===== config.mk =====
export PLATFORM = sky130hd
export DESIGN_NAME = apb_master_ctrl
export DESIGN_NICKNAME = d
export VERILOG_FILES = /design/src/rtl/ahb_apb_pkg.sv /design/src/rtl/apb_req_fifo.sv /design/src/rtl/apb_master_ctrl.sv
export SDC_FILE = /design/constraint.sdc
export NUM_CORES = 1
export LEC_CHECK = 0
export ABC_AREA = 0
export ABC_CLOCK_PERIOD_IN_PS = 9500
export CAP_MARGIN = 20
export CORE_MARGIN = 3
export CORE_UTILIZATION = 35
export CTS_CLUSTER_DIAMETER = 80
export DETAILED_ROUTE_END_ITERATION = 8
export HOLD_SLACK_MARGIN = 0.12
export PLACE_DENSITY = 0.64
export REMOVE_ABC_BUFFERS = 1
export SLEW_MARGIN = 5
export SYNTH_ARGS = -nofsm -noshare
export SYNTH_HDL_FRONTEND = slang
export SYNTH_SLANG_ARGS = --single-unit

===== constraint.sdc =====
create_clock -name Hclk -period 9.5 [get_ports Hclk]
set_input_delay 2.375 -clock Hclk [delete_from_list [all_inputs] [get_ports Hclk]]
set_output_delay 2.375 -clock Hclk [all_outputs]
set_load 0.01 [all_outputs]

===== src/rtl/ahb_apb_pkg.sv =====
// Shared definitions for the AHB2APB bridge: APB FSM encoding and request-entry sizing helpers.
package ahb_apb_pkg;

    localparam int unsigned APB_STATE_W = 2;

    typedef enum logic [APB_STATE_W-1:0] {
        APB_IDLE   = 2'd0,
        APB_SETUP  = 2'd1,
        APB_ACCESS = 2'd2
    } apb_state_e;

    localparam apb_state_e APB_RESET_STATE = APB_IDLE;

    // Queued request layout, MSB first: {write, addr, wdata, sel}
    function automatic int unsigned req_entry_width(input int unsigned addr_w,
                                                    input int unsigned data_w,
                                                    input int unsigned nslv);
        return 1 + addr_w + data_w + nslv;
    endfunction

    // Timeout counter must hold the value TIMEOUT itself; keep one bit when disabled
    function automatic int unsigned tmo_cnt_width(input int unsigned tmo);
        return (tmo == 0) ? 1 : $clog2(tmo + 1);
    endfunction

endpackage


===== src/rtl/apb_req_fifo.sv =====
// Synchronous request FIFO; pointers carry an extra wrap bit to tell full from empty.
module apb_req_fifo #(
    parameter int unsigned WIDTH = 8,
    parameter int unsigned DEPTH = 4
) (
    input  logic             clk,
    input  logic             rst_n,
    input  logic             push,
    input  logic [WIDTH-1:0] wdata,
    input  logic             pop,
    output logic [WIDTH-1:0] rdata_c,
    output logic             full,
    output logic             afull,
    output logic             empty
);
    localparam int unsigned AW = $clog2(DEPTH);
    localparam int unsigned PW = AW + 1;

    logic [WIDTH-1:0] mem_q [DEPTH];
    logic [PW-1:0]    wr_ptr_q, wr_ptr_d;
    logic [PW-1:0]    rd_ptr_q, rd_ptr_d;
    logic [PW-1:0]    count_d;
    logic             full_q, full_d;
    logic             afull_q, afull_d;
    logic             empty_q, empty_d;
    logic             do_push, do_pop;

    always_comb begin
        do_push  = push && !full_q;
        do_pop   = pop && !empty_q;
        wr_ptr_d = wr_ptr_q + PW'(do_push);
        rd_ptr_d = rd_ptr_q + PW'(do_pop);
        count_d  = wr_ptr_d - rd_ptr_d;
        full_d   = (wr_ptr_d[AW] != rd_ptr_d[AW]) && (wr_ptr_d[AW-1:0] == rd_ptr_d[AW-1:0]);
        empty_d  = (wr_ptr_d == rd_ptr_d);
        afull_d  = (count_d == PW'(DEPTH - 1));
    end

    always_ff @(posedge clk or negedge rst_n) begin
        if (!rst_n) begin
            wr_ptr_q <= '0;
            rd_ptr_q <= '0;
            full_q   <= 1'b0;
            afull_q  <= 1'b0;
            empty_q  <= 1'b1;
        end else begin
            wr_ptr_q <= wr_ptr_d;
            rd_ptr_q <= rd_ptr_d;
            full_q   <= full_d;
            afull_q  <= afull_d;
            empty_q  <= empty_d;
        end
    end

    // Storage needs no reset: empty_q guards every read
    always_ff @(posedge clk) begin
        if (do_push) begin
            mem_q[wr_ptr_q[AW-1:0]] <= wdata;
        end
    end

    assign rdata_c = mem_q[rd_ptr_q[AW-1:0]];
    assign full    = full_q;
    assign afull   = afull_q;
    assign empty   = empty_q;

endmodule


===== src/rtl/apb_master_ctrl.sv =====
// APB3 master controller: posted-write request queue, SETUP/ACCESS sequencing with
// wait states, slave-error reporting and a hung-transfer timeout.
module apb_master_ctrl
    import ahb_apb_pkg::*;
#(
    parameter int unsigned ADDR_W  = 32,
    parameter int unsigned DATA_W  = 32,
    parameter int unsigned NSLV    = 3,
    parameter int unsigned DEPTH   = 4,
    parameter int unsigned TIMEOUT = 16
) (
    input  logic              Hclk,
    input  logic              Hresetn,
    input  logic              valid,
    input  logic              Hwrite,
    input  logic [ADDR_W-1:0] Haddr,
    input  logic [DATA_W-1:0] Hwdata,
    input  logic [NSLV-1:0]   tempselx,
    output logic              Hreadyout,
    output logic [DATA_W-1:0] Hrdata,
    output logic              rd_done,
    output logic              Hresp,
    output logic [NSLV-1:0]   Pselx,
    output logic              Penable,
    output logic              Pwrite,
    output logic [ADDR_W-1:0] Paddr,
    output logic [DATA_W-1:0] Pwdata,
    input  logic [DATA_W-1:0] Prdata,
    input  logic              Pready,
    input  logic              Pslverr
);
    localparam int unsigned      ENTRY_W   = req_entry_width(ADDR_W, DATA_W, NSLV);
    localparam int unsigned      CNT_W     = tmo_cnt_width(TIMEOUT);
    localparam logic [CNT_W-1:0] TMO_LIMIT = CNT_W'(TIMEOUT);

    apb_state_e        state_q, state_d;
    logic [NSLV-1:0]   pselx_q, pselx_d;
    logic              penable_q, penable_d;
    logic              pwrite_q, pwrite_d;
    logic [ADDR_W-1:0] paddr_q, paddr_d;
    logic [DATA_W-1:0] pwdata_q, pwdata_d;
    logic [DATA_W-1:0] hrdata_q, hrdata_d;
    logic              rd_done_q, rd_done_d;
    logic              hresp_q, hresp_d;
    logic              rd_pend_q, rd_pend_d;
    logic              ready_q, ready_d;
    logic [CNT_W-1:0]  tmo_cnt_q, tmo_cnt_d;

    logic [ENTRY_W-1:0] push_entry, head_entry;
    logic               head_write;
    logic [ADDR_W-1:0]  head_addr;
    logic [DATA_W-1:0]  head_wdata;
    logic [NSLV-1:0]    head_sel;
    logic               fifo_full, fifo_afull, fifo_empty;
    logic               accept, pop, timeout_hit, xfer_done, full_next;

    assign accept     = valid && ready_q;
    assign push_entry = {Hwrite, Haddr, Hwdata, tempselx};
    assign {head_write, head_addr, head_wdata, head_sel} = head_entry;

    apb_req_fifo #(
        .WIDTH (ENTRY_W),
        .DEPTH (DEPTH)
    ) u_req_fifo (
        .clk     (Hclk),
        .rst_n   (Hresetn),
        .push    (accept),
        .wdata   (push_entry),
        .pop     (pop),
        .rdata_c (head_entry),
        .full    (fifo_full),
        .afull   (fifo_afull),
        .empty   (fifo_empty)
    );

    // Transfer completion and queue pop for this cycle
    always_comb begin
        timeout_hit = (TIMEOUT != 0) && (state_q == APB_ACCESS) && !Pready
                      && (tmo_cnt_q == TMO_LIMIT);
        xfer_done   = (state_q == APB_ACCESS) && (Pready || timeout_hit);
        pop         = ((state_q == APB_IDLE) || xfer_done) && !fifo_empty;
        full_next   = !pop && (fifo_full || (fifo_afull && accept));
    end

    always_comb begin
        state_d   = state_q;
        pselx_d   = pselx_q;
        penable_d = penable_q;
        pwrite_d  = pwrite_q;
        paddr_d   = paddr_q;
        pwdata_d  = pwdata_q;
        hrdata_d  = hrdata_q;
        rd_done_d = 1'b0;
        hresp_d   = 1'b0;
        rd_pend_d = rd_pend_q;
        tmo_cnt_d = tmo_cnt_q;

        unique case (state_q)
            APB_IDLE: begin
                if (!fifo_empty) begin
                    state_d  = APB_SETUP;
                    pselx_d  = head_sel;
                    pwrite_d = head_write;
                    paddr_d  = head_addr;
                    pwdata_d = head_wdata;
                end
            end
            APB_SETUP: begin
                state_d   = APB_ACCESS;
                penable_d = 1'b1;
                tmo_cnt_d = '0;
            end
            APB_ACCESS: begin
                if (xfer_done) begin
                    penable_d = 1'b0;
                    hresp_d   = timeout_hit || Pslverr;
                    if (!pwrite_q) begin
                        rd_done_d = 1'b1;
                        rd_pend_d = 1'b0;
                        hrdata_d  = timeout_hit ? '0 : Prdata;
                    end
                    // Back-to-back: load the next entry straight into SETUP
                    if (!fifo_empty) begin
                        state_d  = APB_SETUP;
                        pselx_d  = head_sel;
                        pwrite_d = head_write;
                        paddr_d  = head_addr;
                        pwdata_d = head_wdata;
                    end else begin
                        state_d  = APB_IDLE;
                        pselx_d  = '0;
                        pwrite_d = 1'b0;
                    end
                end else begin
                    tmo_cnt_d = tmo_cnt_q + CNT_W'(1);
                end
            end
            default: begin
                state_d   = APB_IDLE;
                pselx_d   = '0;
                penable_d = 1'b0;
                pwrite_d  = 1'b0;
            end
        endcase

        if (accept && !Hwrite) begin
            rd_pend_d = 1'b1;
        end
        ready_d = !full_next && !rd_pend_d;
    end

    always_ff @(posedge Hclk or negedge Hresetn) begin
        if (!Hresetn) begin
            state_q   <= APB_RESET_STATE;
            pselx_q   <= '0;
            penable_q <= 1'b0;
            pwrite_q  <= 1'b0;
            paddr_q   <= '0;
            pwdata_q  <= '0;
            hrdata_q  <= '0;
            rd_done_q <= 1'b0;
            hresp_q   <= 1'b0;
            rd_pend_q <= 1'b0;
            ready_q   <= 1'b1;
            tmo_cnt_q <= '0;
        end else begin
            state_q   <= state_d;
            pselx_q   <= pselx_d;
            penable_q <= penable_d;
            pwrite_q  <= pwrite_d;
            paddr_q   <= paddr_d;
            pwdata_q  <= pwdata_d;
            hrdata_q  <= hrdata_d;
            rd_done_q <= rd_done_d;
            hresp_q   <= hresp_d;
            rd_pend_q <= rd_pend_d;
            ready_q   <= ready_d;
            tmo_cnt_q <= tmo_cnt_d;
        end
    end

    assign Hreadyout = ready_q;
    assign Hrdata    = hrdata_q;
    assign rd_done   = rd_done_q;
    assign Hresp     = hresp_q;
    assign Pselx     = pselx_q;
    assign Penable   = penable_q;
    assign Pwrite    = pwrite_q;
    assign Paddr     = paddr_q;
    assign Pwdata    = pwdata_q;

endmodule

# Word level (Yosys, flattened, before mapping)
# Memory sizes are Yosys's and may differ from the RTL's.
# Cells that the tools add are included.
dict set report op_classes {
  n_eq_ne 10
  bitwise 3
  n_reduce_logical 32
  mux 34
  add_sub_neg 4
}
# operator count
set op_table {}
lappend op_table {{32-bit 2-to-1 mux} 5}
lappend op_table {{32-bit one-hot mux with 2 select lines} 2}
lappend op_table {{1-bit 2-to-1 mux} 16}
lappend op_table {{1-bit logical AND} 12}
lappend op_table {{5-bit one-hot mux with 2 select lines} 1}
lappend op_table {{3-bit 2-to-1 mux} 3}
lappend op_table {{3-bit one-hot mux with 3 select lines} 1}
lappend op_table {{2-bit AND reduction} 4}
lappend op_table {{1-bit logical NOT} 7}
lappend op_table {{3-bit by 1-bit adder with 3-bit output} 2}
lappend op_table {{2-bit != test (second input constant)} 3}
lappend op_table {{1-bit one-hot mux with 3 select lines} 2}
lappend op_table {{2-bit one-hot mux with 3 select lines} 1}
lappend op_table {{3-bit AND reduction} 2}
lappend op_table {{5-bit by 1-bit adder with 5-bit output (second input constant)} 1}
lappend op_table {{5-bit == test (second input constant)} 1}
lappend op_table {{5-bit 2-to-1 mux} 1}
lappend op_table {{1-bit logical OR} 4}
lappend op_table {{2-bit 2-to-1 mux} 2}
lappend op_table {{2-bit nonzero test} 2}
lappend op_table {{3-bit by 2-bit == test with 1-bit output (second input constant)} 1}
lappend op_table {{3-bit == test} 1}
lappend op_table {{1-bit inverter} 3}
lappend op_table {{3-bit subtractor} 1}
lappend op_table {{5 further kinds} 5}
dict set report totals {
  in_bits 105
  n_memories 1
  out_inout_bits 104
  ram_bits 272
  regBits 121
  elab_cells 101
}
# memory depth width read_ports rd_clocked_by_memory_dff write_ports line
set memory_table {}
lappend memory_table {u_req_fifo.mem_q 4 68 1 0 1 apb_req_fifo.sv:19} ;# logic [WIDTH-1:0] mem_q [DEPTH];

# Logic depth before layout (Yosys ltp)
dict set report logic_depth {
  word_depth 11
  depth_mapped 13
  ltp_nobuf 11
}

# Cells and area by module
# From an unflattened synthesis, not the netlist that was laid out.
dict set report unflattened {
  cells_unflattened 688
  hier_area_um2 14810.5
}
# module n_inst seq_area_each_um2 cells_per_inst area_each_um2
set by_module_without_submodules {}
lappend by_module_without_submodules {apb_req_fifo 1 8394.3 392 10273.6}
lappend by_module_without_submodules {apb_master_ctrl 1 2803.9 296 4536.9}

# Worst setup path before layout
# No wires, ideal clock.
dict set report synth_path {
  path_kind {input to register}
  startpoint {input port valid}
  endpoint {memory u_req_fifo.mem_q[0][0] (netlist bit) (enable)}
  t_arrival_ps 8867
  stages 2
  required_ps 8838
  setup_slack_ps -29
  n_path_buf 0
  setup_time_ps 662
  path_cell_list {nand2_1 -> nor4_1}
}
dict set report synth_via {
  elab_chain_cells 4
}
# item line
set synth_lines {}
lappend synth_lines {{from (decl)} apb_master_ctrl.sv:14} ;# input logic valid,
lappend synth_lines {{1-bit logical AND} apb_master_ctrl.sv:57} ;# assign accept = valid && ready_q;
lappend synth_lines {{1-bit logical AND} apb_req_fifo.sv:29} ;# do_push = push && !full_q;
lappend synth_lines {{1-bit 2-to-1 mux} apb_req_fifo.sv:57} ;# if (do_push) begin
lappend synth_lines {{1-bit 2-to-1 mux (implied by the code)} apb_req_fifo.sv:58} ;# mem_q[wr_ptr_q[AW-1:0]] <= wdata;
lappend synth_lines {{to (decl)} apb_req_fifo.sv:19}
# No other way between the ends.

# Worst setup path in the final report
dict set report layout_path {
  startpoint {input port Pready}
  endpoint {register u_req_fifo.afull_q (netlist: u_req_fifo.afull)}
}
dict set report layout_via {
  elab_chain_cells 11
}
# item line
set layout_lines {}
lappend layout_lines {{from (decl)} apb_master_ctrl.sv:29} ;# input logic Pready,
lappend layout_lines {{1-bit logical NOT} apb_master_ctrl.sv:78} ;# timeout_hit = (TIMEOUT != 0) && (state_q == APB_ACCESS) && !Pready
lappend layout_lines {{1-bit logical AND} apb_master_ctrl.sv:78}
lappend layout_lines {{1-bit logical AND} apb_master_ctrl.sv:79} ;# && (tmo_cnt_q == TMO_LIMIT);
lappend layout_lines {{1-bit logical OR *} apb_master_ctrl.sv:80} ;# xfer_done = (state_q == APB_ACCESS) && (Pready || timeout_hit);
lappend layout_lines {{1-bit logical AND *} apb_master_ctrl.sv:80}
lappend layout_lines {{1-bit logical OR *} apb_master_ctrl.sv:81} ;# pop = ((state_q == APB_IDLE) || xfer_done) && !fifo_empty;
lappend layout_lines {{1-bit logical AND *} apb_master_ctrl.sv:81}
lappend layout_lines {{1-bit logical AND *} apb_req_fifo.sv:30} ;# do_pop = pop && !empty_q;
lappend layout_lines {{3-bit by 1-bit adder with 3-bit output *} apb_req_fifo.sv:32} ;# rd_ptr_d = rd_ptr_q + PW'(do_pop);
lappend layout_lines {{net u_req_fifo.rd_ptr_d[0]} apb_req_fifo.sv:21} ;# logic [PW-1:0] rd_ptr_q, rd_ptr_d;
lappend layout_lines {{3-bit subtractor *} apb_req_fifo.sv:33} ;# count_d = wr_ptr_d - rd_ptr_d;
lappend layout_lines {{3-bit by 2-bit == test with 1-bit output *} apb_req_fifo.sv:36} ;# afull_d = (count_d == PW'(DEPTH - 1));
lappend layout_lines {{net u_req_fifo.afull_d} apb_req_fifo.sv:24} ;# logic afull_q, afull_d;
lappend layout_lines {{to (signal assigned)} apb_req_fifo.sv:50} ;# afull_q <= afull_d;
lappend layout_lines {{to (decl)} apb_req_fifo.sv:24}
# Mark *: on every way through the listed nets, which the timed path passes. The rest lies on a longest branch.
# A chain may end at the register's enable or synchronous reset.

==> reports/results.txt <==
clk_skew - 0.02104 ns
gpl congestion - 0.7411
DRT antenna net count - 0
cell at the root of the clock tree - clkbuf_16
# rows - 74
gr usage total - 13.96%
Hold Buf Count CTS - 0
ys async rst share - 30.79%
main combinational cell family by area after synthesis - multiplexers
worst slew pin tran - 0.9185 ns
post-layout min period - 4.766 ns
DRC viols - 0
HPWL after DPL - 17540 um
final net count - 1027
Yosys reg bits - 393
final hold vios - 0
drt wl/cell - 20.47 um
worst skew pair latency - 0.57 ns
endpoints failing setup - 0
Initial Utilization - 35.56%
Synth Area in Simple Gates - 1.887%
IO Pins - 209
drt pass-1 iters - 4
CP Launch Type - input port
post-synthesis mux area share - 15.71%
Tcrit/Tclk final - 50.16%
max-slew violation count - 0
Routed met3 length - 2196 um
H-tree Lvls - 2
clock sinks - 393
Clock Tree Buf Depth - 3
CTS tree - yes
Max VDD drop - 173.7 uV
status - complete, no violations
I/O Buffers - 208
worst slew margin relative to its limit - 38.77%
Final Non-Filler Cells - 1481
P per Cell Area - 316.7 nW/um^2
commonest non-fill, non-tap cell in the layout - edfxtp_1
post-synthesis adder-cell area fraction - 0.8236%
total wire length - 30310 um
Mapped Avg Cell Area - 21.35 sq um
xor/xnor cell area share of the yosys netlist - 0.1802%
met2 wire length - 14290 um
total gr overflow - 0
largest net degree at the start of global routing - 80
ratio of cells with drive above 1 in the final layout - 23.39%
Seq/Total Area, Yosys - 76.78%
core box area - 41020 sq um
synthesized instance count - 683
Leak - 0.006583 uW
worst setup path class - in -> reg
die height - 210.1 um
EDFF count, synth - 272
Max Cap Viol - 0
Initial DRC Count - 510
Crit path arrival time - 5.23 ns
Top Layer Used - met5
Placement Cell Area - 17250 sq um
RSZ-0062 raised after global routing - no
YS warnings - 0
CTS-repair resized insts - 0
DIE WIDTH - 210.1 um
Met1 Wirelength - 13100 um
vias in the first global route - 7819
Worst Path Max Fanout - 22
Via-to-Cell Ratio - 4.895
Design Area, Final - 18640 sq um
Synth Area in Compound Gates - 2.977%
commonest cells after routing, fill and taps aside - 272 x edfxtp_1, 207 x clkdlybuf4s50_1, 117 x dfrtp_1
Distinct cells, synth - 45
full die area - 44150 sq um
Hold Crit Class - reg -> reg
Fill cells - 3525
via count - 7249
Mapped Area - 14580 sq um
initial antenna violation count - 3
Cells after DPL - 1398
Area Growth Syn to Fin - 27.83%
diode count - 0
Clk pin slew, worst setup/hold paths - 0.06 ns
first-pass GRT wire length - 47240 um
TritonCTS buffer count - 44
Top FF cell, synth - edfxtp_1
fmax - 0.2098 GHz
Worst Setup End Kind - register
Critical Path RT - 9.97 ns
# Post-CTS Setup Buffers - 0
cells by family after synthesis:
logic type,count (synthesis)
adder cells (fa/ha/maj),9
AND/OR/NAND/NOR,46
buffers and inverters,46
flip-flops,393
AO/OA/AOI/OAI,52
multiplexers,134
XOR/XNOR,3
cells in the mapped netlist, types with 2 or more instances:
master    instances  area, sq um
a211o_1           5        43.79
a21oi_1           3        15.01
a22o_1           33        289.0
and3_1            3        18.77
buf_2            17        85.08
buf_6             6        67.56
clkbuf_1         11        41.29
dfrtp_1         119         2978
dfstp_2           2        52.55
edfxtp_1        272         8168
ha_1              8        100.1
inv_1            10        37.54
mux2_2           59        664.4
mux2_4            5        75.07
mux2i_1           2        20.02
mux4_2           68         1531
nand2_1           9        33.78
nor2_1            8        30.03
nor3b_1           6        45.04
nor4_1            2        12.51
nor4b_1           4        35.03
o211ai_1          2        15.01
o21ai_0           2        10.01
or2_2             2        12.51
or3_1             4        25.02
xor2_1            2        17.52
critical path, stage by stage:
cell             delay (ns)
clkdlybuf4s50_1        0.62
nand2b_1               0.36
o21ai_4                0.11
inv_4                  0.28
ha_1                   0.32
ha_1                   0.22
fa_1                   0.47
or3_1                  0.35
mux2i_1                0.14
stage by stage:
stage	utilization [%]	power, uW	hold WS [ns]	setup slack [ns]	setup TNS, ns
finish	45.45	5904	0.4301	4.734	0
global route	45.45	6250	0.4274	4.587	0
CTS	45.42	6030	0.4279	4.736	0
detailed placement	42.06	4373	0.4201	4.131	0
global placement	42.06	4347	0.4294	4.182	0
floorplan	-	3571	0.4042	-0.02926	-1.990
power by group:
group	switching, uW	internal, uW
Clock	679	937
Sequential	282	2240
Combinational	715	1050
final cells by class:
cell class / count / area, sq um / area share [%]
Sequential cell: 393 / 11210 / 60.11
Multi-Input combinational cell: 244 / 3177 / 17.04
Timing Repair Buffer: 219 / 2173 / 11.66
Clock buffer: 56 / 1177 / 6.315
Tap cell: 532 / 665.6 / 3.570
Clock inverter: 26 / 200.2 / 1.074
Inverter: 11 / 43.79 / 0.2349
path summary, 6_finish.rpt:
kind,start,endpoint,slack [ns],cells past startpoint
max,Pready,u_req_fifo.afull,4.73,9
min,rd_pend_q,Hreadyout,0.43,1
max reg2reg,tmo_cnt_q[0],u_req_fifo.afull,6.45,10
min reg2reg,rd_pend_q,Hreadyout,0.43,1
max in group asynchronous,Hresetn,Pwdata[29],6.45,2
min in group asynchronous,Hresetn,tmo_cnt_q[0],1.85,1
flip-flops by register name, summed over array words and instances, names as in the netlist, 2 cells and up:
| register | count |
|---|---|
| u_req_fifo.mem_q | 272 |
| Hrdata | 32 |
| Paddr | 32 |
| Pwdata | 32 |
| tmo_cnt_q | 5 |
| Pselx | 3 |
| u_req_fifo.rd_ptr_q | 3 |
| u_req_fifo.wr_ptr_q | 3 |
| state_q | 2 |
layer usage:
layer	vias to the layer above	global-route usage [%]
met2	226	22.50
li1	3218	-
met3	56	4.093
met4	6	4.511
met1	3743	18.40
met5	-	0
Power figures use the tool's default switching activity.
